===== src/rtl/grid_mem_arbiter_pkg.sv =====
// rtl/grid_mem_arbiter_pkg.sv - shared tetris grid constants, piece codes and arbiter state type
//
// Purpose: one place for the playfield geometry, the 4-bit cell codes stored
// in the grid RAM, and the arbiter FSM state encoding.
// Ports: none (package).
package grid_mem_arbiter_pkg;

  localparam int GRID_COLS  = 12;
  localparam int GRID_ROWS  = 20;
  localparam int GRID_CELLS = GRID_COLS * GRID_ROWS;

  // Cell contents held in the low nibble of each grid RAM byte.
  typedef enum logic [3:0] {
    PC_AIR    = 4'd0,
    PC_I      = 4'd1,
    PC_O      = 4'd2,
    PC_T      = 4'd3,
    PC_S      = 4'd4,
    PC_Z      = 4'd5,
    PC_J      = 4'd6,
    PC_L      = 4'd7,
    PC_BORDER = 4'd8
  } piece_e;

  typedef enum logic [1:0] {
    IDLE   = 2'd0,
    PEND   = 2'd1,
    RDWAIT = 2'd2,
    ACK    = 2'd3
  } arb_state_e;

  // Linear grid address of (row, col), row-major with GRID_COLS cells per row.
  function automatic logic [7:0] cell_addr(input int unsigned row, input int unsigned col);
    return 8'(row * GRID_COLS + col);
  endfunction

endpackage


===== src/rtl/grid_mem_arbiter.sv =====
// rtl/grid_mem_arbiter.sv - time-slotted arbiter sharing one grid RAM between video and game logic
//
// Purpose: a free-running slot bit splits cycles into video (slot 0) and game
// (slot 1) slots. During active video the reader owns every slot-0 cycle;
// during blanking the game side may use any cycle. Game accesses run through
// a small IDLE/PEND/RDWAIT/ACK FSM, one request at a time.
// Ports:
//   clk, reset            - clock, synchronous active-high reset
//   px_en                 - active-video enable (video owns slot 0 when high)
//   vid_addr / vid_data   - video read address / registered read data
//   game_req, game_we,
//   game_addr, game_wdata - game request, sampled only in IDLE
//   game_ack, game_err    - one-cycle completion pulse / out-of-range flag
//   game_rdata            - last game read result, held between reads
//   busy                  - high whenever the FSM is not IDLE
//   mem_addr, mem_we,
//   mem_wdata, mem_rdata  - single-port synchronous RAM, 1-cycle read latency
module grid_mem_arbiter #(
  parameter int GRID_CELLS = grid_mem_arbiter_pkg::GRID_CELLS
) (
  input  logic       clk,
  input  logic       reset,
  input  logic       px_en,
  input  logic [7:0] vid_addr,
  output logic [7:0] vid_data,
  input  logic       game_req,
  input  logic       game_we,
  input  logic [7:0] game_addr,
  input  logic [7:0] game_wdata,
  output logic       game_ack,
  output logic [7:0] game_rdata,
  output logic       game_err,
  output logic       busy,
  output logic [7:0] mem_addr,
  output logic       mem_we,
  output logic [7:0] mem_wdata,
  input  logic [7:0] mem_rdata
);

  import grid_mem_arbiter_pkg::*;

  localparam logic [8:0] CELLS_LIMIT = 9'(GRID_CELLS);

  arb_state_e state;
  logic       slot;
  logic       vid_rd;     // previous cycle was a video read; mem_rdata now holds its data
  logic       cap_we;
  logic [7:0] cap_addr;
  logic [7:0] cap_wdata;

  logic vid_own;
  logic game_avail;
  logic cap_oor;
  logic game_go;

  assign vid_own    = !slot && px_en;
  assign game_avail = slot || !px_en;
  assign cap_oor    = {1'b0, cap_addr} >= CELLS_LIMIT;
  assign game_go    = (state == PEND) && game_avail && !cap_oor;
  assign busy       = (state != IDLE);

  // RAM port mux. Gated by reset so an access pending at reset never reaches
  // the RAM in the reset cycle itself.
  always_comb begin
    mem_addr  = 8'd0;
    mem_we    = 1'b0;
    mem_wdata = 8'd0;
    if (!reset) begin
      if (vid_own) begin
        mem_addr = vid_addr;
      end else if (game_go) begin
        mem_addr  = cap_addr;
        mem_we    = cap_we;
        mem_wdata = cap_we ? cap_wdata : 8'd0;
      end
    end
  end

  always_ff @(posedge clk) begin
    if (reset) begin
      slot       <= 1'b0;
      vid_rd     <= 1'b0;
      vid_data   <= 8'd0;
      state      <= IDLE;
      cap_we     <= 1'b0;
      cap_addr   <= 8'd0;
      cap_wdata  <= 8'd0;
      game_ack   <= 1'b0;
      game_err   <= 1'b0;
      game_rdata <= 8'd0;
    end else begin
      slot   <= ~slot;
      vid_rd <= vid_own;

      if (!px_en) begin
        vid_data <= 8'd0;
      end else if (vid_rd) begin
        vid_data <= mem_rdata;
      end

      case (state)
        IDLE: begin
          game_ack <= 1'b0;
          game_err <= 1'b0;
          if (game_req) begin
            cap_we    <= game_we;
            cap_addr  <= game_addr;
            cap_wdata <= game_wdata;
            state     <= PEND;
          end
        end
        PEND: begin
          // Out-of-range requests complete without touching the RAM and
          // leave game_rdata untouched.
          if (cap_oor) begin
            game_ack <= 1'b1;
            game_err <= 1'b1;
            state    <= ACK;
          end else if (game_avail) begin
            if (cap_we) begin
              game_ack <= 1'b1;
              state    <= ACK;
            end else begin
              state <= RDWAIT;
            end
          end
        end
        RDWAIT: begin
          game_rdata <= mem_rdata;
          game_ack   <= 1'b1;
          state      <= ACK;
        end
        ACK: begin
          game_ack <= 1'b0;
          game_err <= 1'b0;
          state    <= IDLE;
        end
        default: begin
          game_ack <= 1'b0;
          game_err <= 1'b0;
          state    <= IDLE;
        end
      endcase
    end
  end

endmodule


===== config.mk =====
export PLATFORM = sky130hd
export DESIGN_NAME = grid_mem_arbiter
export DESIGN_NICKNAME = d
export VERILOG_FILES = /design/src/rtl/grid_mem_arbiter_pkg.sv /design/src/rtl/grid_mem_arbiter.sv
export SDC_FILE = /design/constraint.sdc
export NUM_CORES = 1
export LEC_CHECK = 0
export ABC_CLOCK_PERIOD_IN_PS = 1300
export CAP_MARGIN = 20
export CORE_MARGIN = 1
export CORE_UTILIZATION = 58
export CTS_BUF_LIST = sky130_fd_sc_hd__clkbuf_4 sky130_fd_sc_hd__clkbuf_8
export CTS_CLUSTER_SIZE = 30
export DETAILED_ROUTE_END_ITERATION = 8
export DONT_BUFFER_PORTS = 1
export GPL_ROUTABILITY_DRIVEN = 0
export PLACE_DENSITY_LB_ADDON = 0.15
export SETUP_SLACK_MARGIN = 0.05
export SLEW_MARGIN = 20
export SYNTH_ARGS = -nofsm -noshare
export SYNTH_HDL_FRONTEND = slang
export SYNTH_SLANG_ARGS = --single-unit
export TNS_END_PERCENT = 50

===== constraint.sdc =====
create_clock -name clk -period 1.3 [get_ports clk]
set_input_delay 0 -clock clk [delete_from_list [all_inputs] [get_ports clk]]
set_output_delay 0 -clock clk [all_outputs]
set_load 0.02 [all_outputs]

Word level (Yosys, flattened, before mapping):

Cells that the tools add are included.

* magnitude comparators: 1
* eq/ne operators: 7
* multiplexer cells: 21
* bitwise gates (word level): 2
* reductions and logical operators: 16

Operators by type and width (number)
* 8-bit two-way mux: 7
* 8-bit >= comparator, second input constant: 1
* 1-bit two-way mux: 8
* 2-bit one-hot mux with 4 select lines: 1
* 2-bit AND reduction: 4
* 2-bit two-way mux: 3
* 3-bit inequality test, second input constant: 2
* 2-bit equality test, second input constant: 2
* 2-bit inequality test, second input constant: 2
* 2-bit nonzero test: 2
* 2-bit OR reduction: 2
* 1-bit logical AND: 3
* 1-bit zero test: 3
* 1-bit one-hot mux with 3 select lines: 1
* 2-bit by 1-bit equality test with 1-bit output, second input constant: 1
* 2-bit zero test: 1
* 1-bit NOT: 2
* 1-bit one-hot mux with 2 select lines: 1
* 1-bit logical OR: 1

* register bits: 39
* bits of input ports: 37
* output and inout bits: 36
* logic and storage cells: 57

Longest topological paths before layout:

Gate-level depths: netlist of run 1.

* depth in word-level cells: 7
* mapped depth: 7
* depth with buffers taken out: 6

Worst setup path after synthesis of run 1:

Ideal clock, no wire load.

* path type: register to output
* from: register state[1]
* to: output mem_we
* data arrival time: 1449 ps
* data required time: 1300 ps
* path slack: -149 ps
* stages on the path, launching flop included: 5
* buffers on the path: 0
* path through: dfxtp_1 -> inv_1 -> ha_1 -> nand2_4 -> nor4_1

* cells in the longest elaborated chain, start to end: 6

RTL lines
* start: declaration: line grid_mem_arbiter.sv:44 `arb_state_e state;`
* start signal: assignment: line grid_mem_arbiter.sv:84 `state <= IDLE;`
* start signal: assignment: line grid_mem_arbiter.sv:109 `state <= PEND;`
* start signal: assignment: line grid_mem_arbiter.sv:118 `state <= ACK;`
* 2-bit by 1-bit equality test with 1-bit output: line grid_mem_arbiter.sv:59 `assign game_go = (state == PEND) && game_avail && !cap_oor;`
* 1-bit logical AND (2 in a row): line grid_mem_arbiter.sv:59
* 1-bit two-way mux: line grid_mem_arbiter.sv:71 `end else if (game_go) begin`
* 1-bit two-way mux: line grid_mem_arbiter.sv:69 `if (vid_own) begin`
* 1-bit two-way mux: line grid_mem_arbiter.sv:68 `if (!reset) begin`
* end: declaration: line grid_mem_arbiter.sv:35 `output logic mem_we,`

No other way between the ends.

Worst setup path after layout of run 1:

* from: register state[1]
* to: output mem_wdata[2]

* cells in the longest elaborated chain, start to end: 6

RTL lines
* 2-bit by 1-bit equality test with 1-bit output: line grid_mem_arbiter.sv:59
* 1-bit logical AND (2 in a row): line grid_mem_arbiter.sv:59
* 8-bit two-way mux: line grid_mem_arbiter.sv:71
* 8-bit two-way mux: line grid_mem_arbiter.sv:69
* 8-bit two-way mux: line grid_mem_arbiter.sv:68
* end: declaration: line grid_mem_arbiter.sv:36 `output logic [7:0] mem_wdata,`

No other way between the ends.

==> impl_results.md, run 1 <==
* Largest net degree at the start of global routing at 34
* Fillers at 179
* Critical path launch point type: flop
* Peak supply drop at about 0.0014 V
* Fin. Hold Viols at 30
* Vias in the first global route at between 1000 and 1500
* Setup TNS at -5.53 ns
* Total gr overflow at 0
* Fin area at ~0.0023 mm²
* Period utilization at 1.23
* Wire length after detailed routing at slightly above 4000 µm
* Number of synthesized flops with an enable pin at 0
* First-pass GRT wire length at around 6600 µm
* Synth top area share at 0.465
* Iteration-0 DRC Markers at 37
* Avg Cell Area, Syn at a little over 9 µm²
* Seq. cell area at approximately 790 µm²
* Slowest CP cell: dfxtp_2
* Inserted Clock Buffers at 5
* WP data required at 1.30 ns
* CTS tree: yes
* PD cells at ~1700 mW/mm²
* RSZ-0062 raised after global routing: true
* Post-Syn Nets at roughly 230
* CP Cell Sequence: inv_2, ha_4, nand2_4, nor3_4, buf_12, and3_4
* Failing checks: hold timing, setup timing
* Fin crit period at 1.59 ns
* Clock root buffer master: clkbuf_4
* Hold slack at -0.291 ns
* Total track usage at 0.276
* Growth of design area from synthesis to finish at 34.6%
* Final WS setup at -0.294 ns
* IO Count at 73
* Rel. slew slack at 0.676
* Post-Syn Instances at 184
* CP max stage delay at 0.34 ns
* Synth Register Bits at 39
* Commonest cells in the netlist: dfxtp_1 (39), nand2_1 (36), nor2_1 (19)
* Num Clock Sinks at 39
* Predominant post-synthesis flop cell: dfxtp_1
* Hold_buf cts at 10
* Clock Skews at 0.00362 ns
* Ratio of cells with drive above 1 in the final layout at 0.348
* Syn. warnings at 0
* Fmax at roughly 0.63 GHz
* Chip Height at between 50 and 60 µm
* Die ar. at 0.00311 mm²
* Largest cells by area after synthesis: dfxtp_1 (46%), mux2i_1 (11%), nand2_1 (8.0%), a21oi_1 (5.4%), nor2_1 (4.2%)
* Vias at 1400
* Register area share after synthesis at 0.465
* Number of port buffers at 0
* Leakage power at slightly below 0.9 nW
* Status: complete, but fails checks
* Worst Path Arrival at between 1.5 and 2 ns
* Post-Synthesis Cell Area at ~0.0017 mm²
* Setup CP Type: flop to output pin
* Maxcap violations at 0
* Worst Path Buf+Inv at 2
* Cell variety after synth at 31
* Yosys top cell by area: dfxtp_1
* Row cnt at 19
* # H-tree levels at 2
* Post-DP HPWL at ~2500 µm
* Post-route DRC at 0
* Setup-failing EPs final at 29
* Drt via density at between 5 and 6
* HP Class: primary input to flop
* Routed length per placed instance at about 17 µm
* Ant. Diodes at 0
* Nets@finish at between 200 and 250
* Core Area at ~0.0028 mm²
* Pins over their slew limit at 0
* Most common cell in the netlist: dfxtp_1
* Ys async rst share at 0
* Crit path max-delay family: simple AND/OR/NAND/NOR gates
* Fin util at 0.820
* Worst-path maximum fanout at 8
* CP endpoint kind: output pin
* Pre-Repair DR Iteration Count at 4
* DP Area at approximately 0.0018 mm²
* Initial antenna violation count at 0
* Antenna Violating Nets Remaining at 0
* Clock-pin transition on the worst setup and hold timing paths at 0.11 ns
* Clk_lat worst skew at approximately 0.34 ns
* Area of the multi-input gates at roughly 0.0010 mm²
* Bufs on Longest Clock Path at 2
* Worst slew pin tran at between 0.4 and 0.5 ns
* Initial core utilization at 0.609
* DIE WIDTH at around 56 µm
-- path summary, 6_finish.rpt --
path / from / slack, ns / cells after the start / end
worst max-delay path: state[1] / -0.29 / 6 / mem_wdata[2]
worst min register to register: cap_wdata[1] / 0.46 / 2 / cap_wdata[1]
worst min-delay path: reset / -0.29 / 1 / game_rdata[6]
worst max register to register: state[1] / -0.14 / 7 / state[0]
-- kinds of logic after synthesis --
group	share of synthesized area
flip-flops	0.465
multiplexers	0.107
buffers and inverters	0.0447
AND/OR/NAND/NOR	0.225
AO/OA/AOI/OAI	0.128
adder cells (fa/ha/maj)	0.0298
-- repair_timing --
action	in CTS	in global routing
setup endpoints to repair	46	40
hold endpoints to repair	39	30
gates resized for setup	41	9
buffers inserted	5	1
pin swaps	28	6
cloned	3	0
-- metal layers --
metal  share of wire  up-vias  track usage
met4           0.012        0        0.107
met3           0.062        6       0.0837
li1                -      673            -
met5               0        -            0
met1            0.40      673        0.325
met2            0.53       48        0.470
-- through the flow --
stage	instances	hold slack, ns	total power [mW]	setup slack (ns)
after floorplan	184	0.136	2.33	-0.0215
after global placement	212	0.0703	2.54	-0.0442
after detailed placement	212	0.0730	2.61	-0.121
after CTS	238	-0.309	3.79	-0.323
after global routing	238	-0.322	4.07	-0.367
final	238	-0.291	3.87	-0.294
-- registers in the layout, indices dropped and copies added (netlist names) --
register and flops:
game_err 1, cap_we 1, state 2, vid_data 8, cap_wdata 8, cap_addr 8, slot 1, vid_rd 1
game_rdata 8, game_ack 1
-- layout make-up --
class,count,share of cell area
tap,31,0.0172
inverter,4,0.00664
clock buffer,8,0.0321
timing repair buffer,27,0.140
multi-input combinational,129,0.455
sequential,39,0.349
-- layout by cell type, fill, tap and decap left out, types with 2 or more instances in the layout --
cell           instances
mux2i_1               18
a21oi_1               11
clkbuf_8               2
buf_16                 2
a21oi_2                7
nand2_1               34
dfxtp_1               33
dlygate4sd3_1         10
dfxtp_2                6
inv_2                  2
nor2b_4                2
nor2_1                19
a22o_4                 8
inv_1                  2
and3_4                 8
buf_4                  9
ha_4                   3
buf_12                 3
clkbuf_4               6
buf_6                  3
-- worst reg2reg max path, stage by stage (launching register included) --
cell	delay (ns)
dfxtp_2	0.35
inv_2	0.05
buf_4	0.14
ha_4	0.17
nor2b_4	0.13
a31oi_2	0.18
o21ai_1	0.12
a221oi_2	0.22
-- where the power goes --
part | internal, mW | switching [mW] | total (mW)
combinational | 0.814 | 0.749 | 1.56
sequential | 1.38 | 0.215 | 1.59
clock | 0.339 | 0.374 | 0.713
total | 2.53 | 1.34 | 3.87
(Power assumes the default switching activity.)
==> inputs of run 2 (changes only) <==
--- a/config.mk
+++ b/config.mk
@@ -15,7 +15,7 @@
 export DONT_BUFFER_PORTS = 1
 export GPL_ROUTABILITY_DRIVEN = 0
 export PLACE_DENSITY_LB_ADDON = 0.15
-export SETUP_SLACK_MARGIN = 0.05
+export SETUP_SLACK_MARGIN = 0.5
 export SLEW_MARGIN = 20
 export SYNTH_ARGS = -nofsm -noshare
 export SYNTH_HDL_FRONTEND = slang
==> run 2 against run 1 <==
  * The flow still finishes with violations (hold timing, setup timing)
  * Clock skew up 0.024 ns
  * Die area unchanged
  * Clock power up 23%
  * Power up 18%
  * Flip-flop and latch count unchanged
  * Setup slack worse by 0.065 ns
  * Maximum frequency down 3.9%
  * First-iteration DRC count rose to 3.6 times the previous value
  * Via count up 23%
==> impl_results.md, run 2 (synthesis results as in run 1) <==
* Status: complete, but fails checks
* Failing checks: hold timing, setup timing
* R2R cell count at 8
* Hold Path End: cap_addr[6]
* Setup-failing EPs final at 36
* Pre-Repair DR Iteration Count at 5
* CP endpoint kind: output pin
* Initial core utilization at 0.609
* Period utilization at 1.28
* Commonest non-fill, non-tap cell in the layout: nand2_1
* Core Area at approximately 0.0028 mm²
* Wire length after detailed routing at around 6400 µm
* Leakage power at around 1 nW
* Clock Skews at roughly 0.028 ns
* Hold slack at -0.342 ns
* Fillers at between 100 and 150
* Row cnt at 19
* Post-route DRC at 0
* RR Endpoint: cap_addr[5]
* Worst Path Arrival at ~1.7 ns
* Drt via density at around 6.9
* Hold_sp: reset
* Setup CP Type: flop to output pin
* Setup TNS at -6.61 ns
* Inserted Clock Buffers at 5
* Pins over their slew limit at 0
* Total track usage at 0.339
* Post-DP HPWL at roughly 2500 µm
* Growth of design area from synthesis to finish at 50.6%
* Fin crit period at between 1.5 and 2 ns
* Clock-pin transition on the worst setup and hold timing paths at roughly 0.15 ns
* Fin area at between 0.002 and 0.003 mm²
* Final WS setup at -0.359 ns
* Fin. Hold Viols at 31
* Worst slew pin tran at between 0.3 and 0.4 ns
* Total gr overflow at 0
* Die ar. at just over 0.003 mm²
* Worst-path maximum fanout at 8
* Most frequent cells in the layout: nand2_1 (25), nor2_1 (19), buf_4 (19), mux2i_1 (15), dfxtp_2 (14)
* Rel. slew slack at 0.740
* CTS tree: yes
* Bufs on Longest Clock Path at 2
* DIE WIDTH at 55.8 µm
* Largest net degree at the start of global routing at 34
* Maxcap violations at 0
* WP data required at 1.30 ns
* Initial antenna violation count at 0
* Ratio of cells with drive above 1 in the final layout at 0.543
* PD cells at roughly 1800 mW/mm²
* Area of the multi-input gates at ~0.0011 mm²
* IO Count at 73
* # H-tree levels at 2
* HP Class: primary input to flop
* Hold_buf cts at 8
* DP Area at 0.00186 mm²
* First-pass GRT wire length at 7820 µm
* Reg-to-reg setup timing slack at -0.11 ns
* R2r startpoint: state[1]
* Number of port buffers at 0
* Seq. cell area at 843 µm²
* Chip Height at approximately 56 µm
* Vias at 1727
* Routed length per placed instance at roughly 26 µm
* Clk_lat worst skew at about 0.38 ns
* Antenna Violating Nets Remaining at 0
* Nets@finish at around 260
* Fin util at 0.917
* Iteration-0 DRC Markers at between 100 and 150
* Fmax at between 0.6 and 0.7 GHz
* Peak supply drop at about 0.0026 V
* Num Clock Sinks at 39
* Vias in the first global route at 1595
* Hold Crit Depth at 1
* RSZ-0062 raised after global routing: true
* Clock root buffer master: clkbuf_4
* Ant. Diodes at 0
* Critical path launch point type: flop
-- run 2: cell types whose count changed in the layout (fill, tap and decap cells not counted), moves of 8 or more --
cell     previous run  this run
nand2_1            34        25
dfxtp_2             6        14
dfxtp_4             0        12
dfxtp_1            33        13
buf_4               9        19
nand2_2             1        10
-- run 2: layout make-up --
class                           instances  area share
Clock inverter                          3      0.0173
Multi-Input combinational cell        129       0.424
Timing Repair Buffer                   39       0.187
Tap cell                               31      0.0153
Inverter                                4     0.00891
Clock buffer                            5      0.0148
Sequential cell                        39       0.333
-- run 2: worst max-delay path by stage --
| stage | slack (ns) | from | cells after the start | to |
|---|---|---|---|---|
| finish | -0.36 | slot | 5 | mem_addr[0] |
| global route | -0.41 | state[1] | 7 | mem_addr[0] |
| CTS | -0.33 | state[1] | 7 | mem_wdata[5] |
| detailed placement | -0.09 | state[1] | 6 | state[0] |
| global placement | 0.05 | state[1] | 6 | state[0] |
| floorplan | 0.06 | state[1] | 6 | state[0] |
-- run 2: metal layers --
metal	vias to the layer above	track usage	share of wire
met5	-	0	0
met4	0	0.196	0.077
met3	50	0.109	0.12
met2	179	0.630	0.49
met1	802	0.323	0.32
li1	696	-	-
-- run 2: where the power goes --
group,internal [mW],total [mW],switching [mW]
registers,1.40,1.65,0.250
clock network,0.405,0.874,0.469
logic,1.06,2.03,0.965
total,2.87,4.56,1.69
-- run 2: metrics by stage --
step	hold slack [ns]	cells	power, mW	worst slack (ns)
floorplan	0.136	184	2.44	0.0624
global placement	0.0627	210	2.65	0.0481
detailed placement	0.0694	210	2.72	-0.0887
CTS	-0.321	240	4.06	-0.325
global route	-0.348	250	4.67	-0.413
finish	-0.342	250	4.56	-0.359
-- run 2: what timing repair did --
action                                  CTS  global route
endpoints found under the setup margin   74            62
gates resized for setup                  58            27
hold endpoints to repair                 39            31
setup buffers                            10             9
cloned                                    4             1
pin swaps                                11            27
-- run 2: critical path: stages, from the launching register on --
cell	delay, ns
dfxtp_2	0.38
nor2b_4	0.27
nor3_4	0.09
buf_4	0.16
buf_16	0.14
a22o_4	0.25
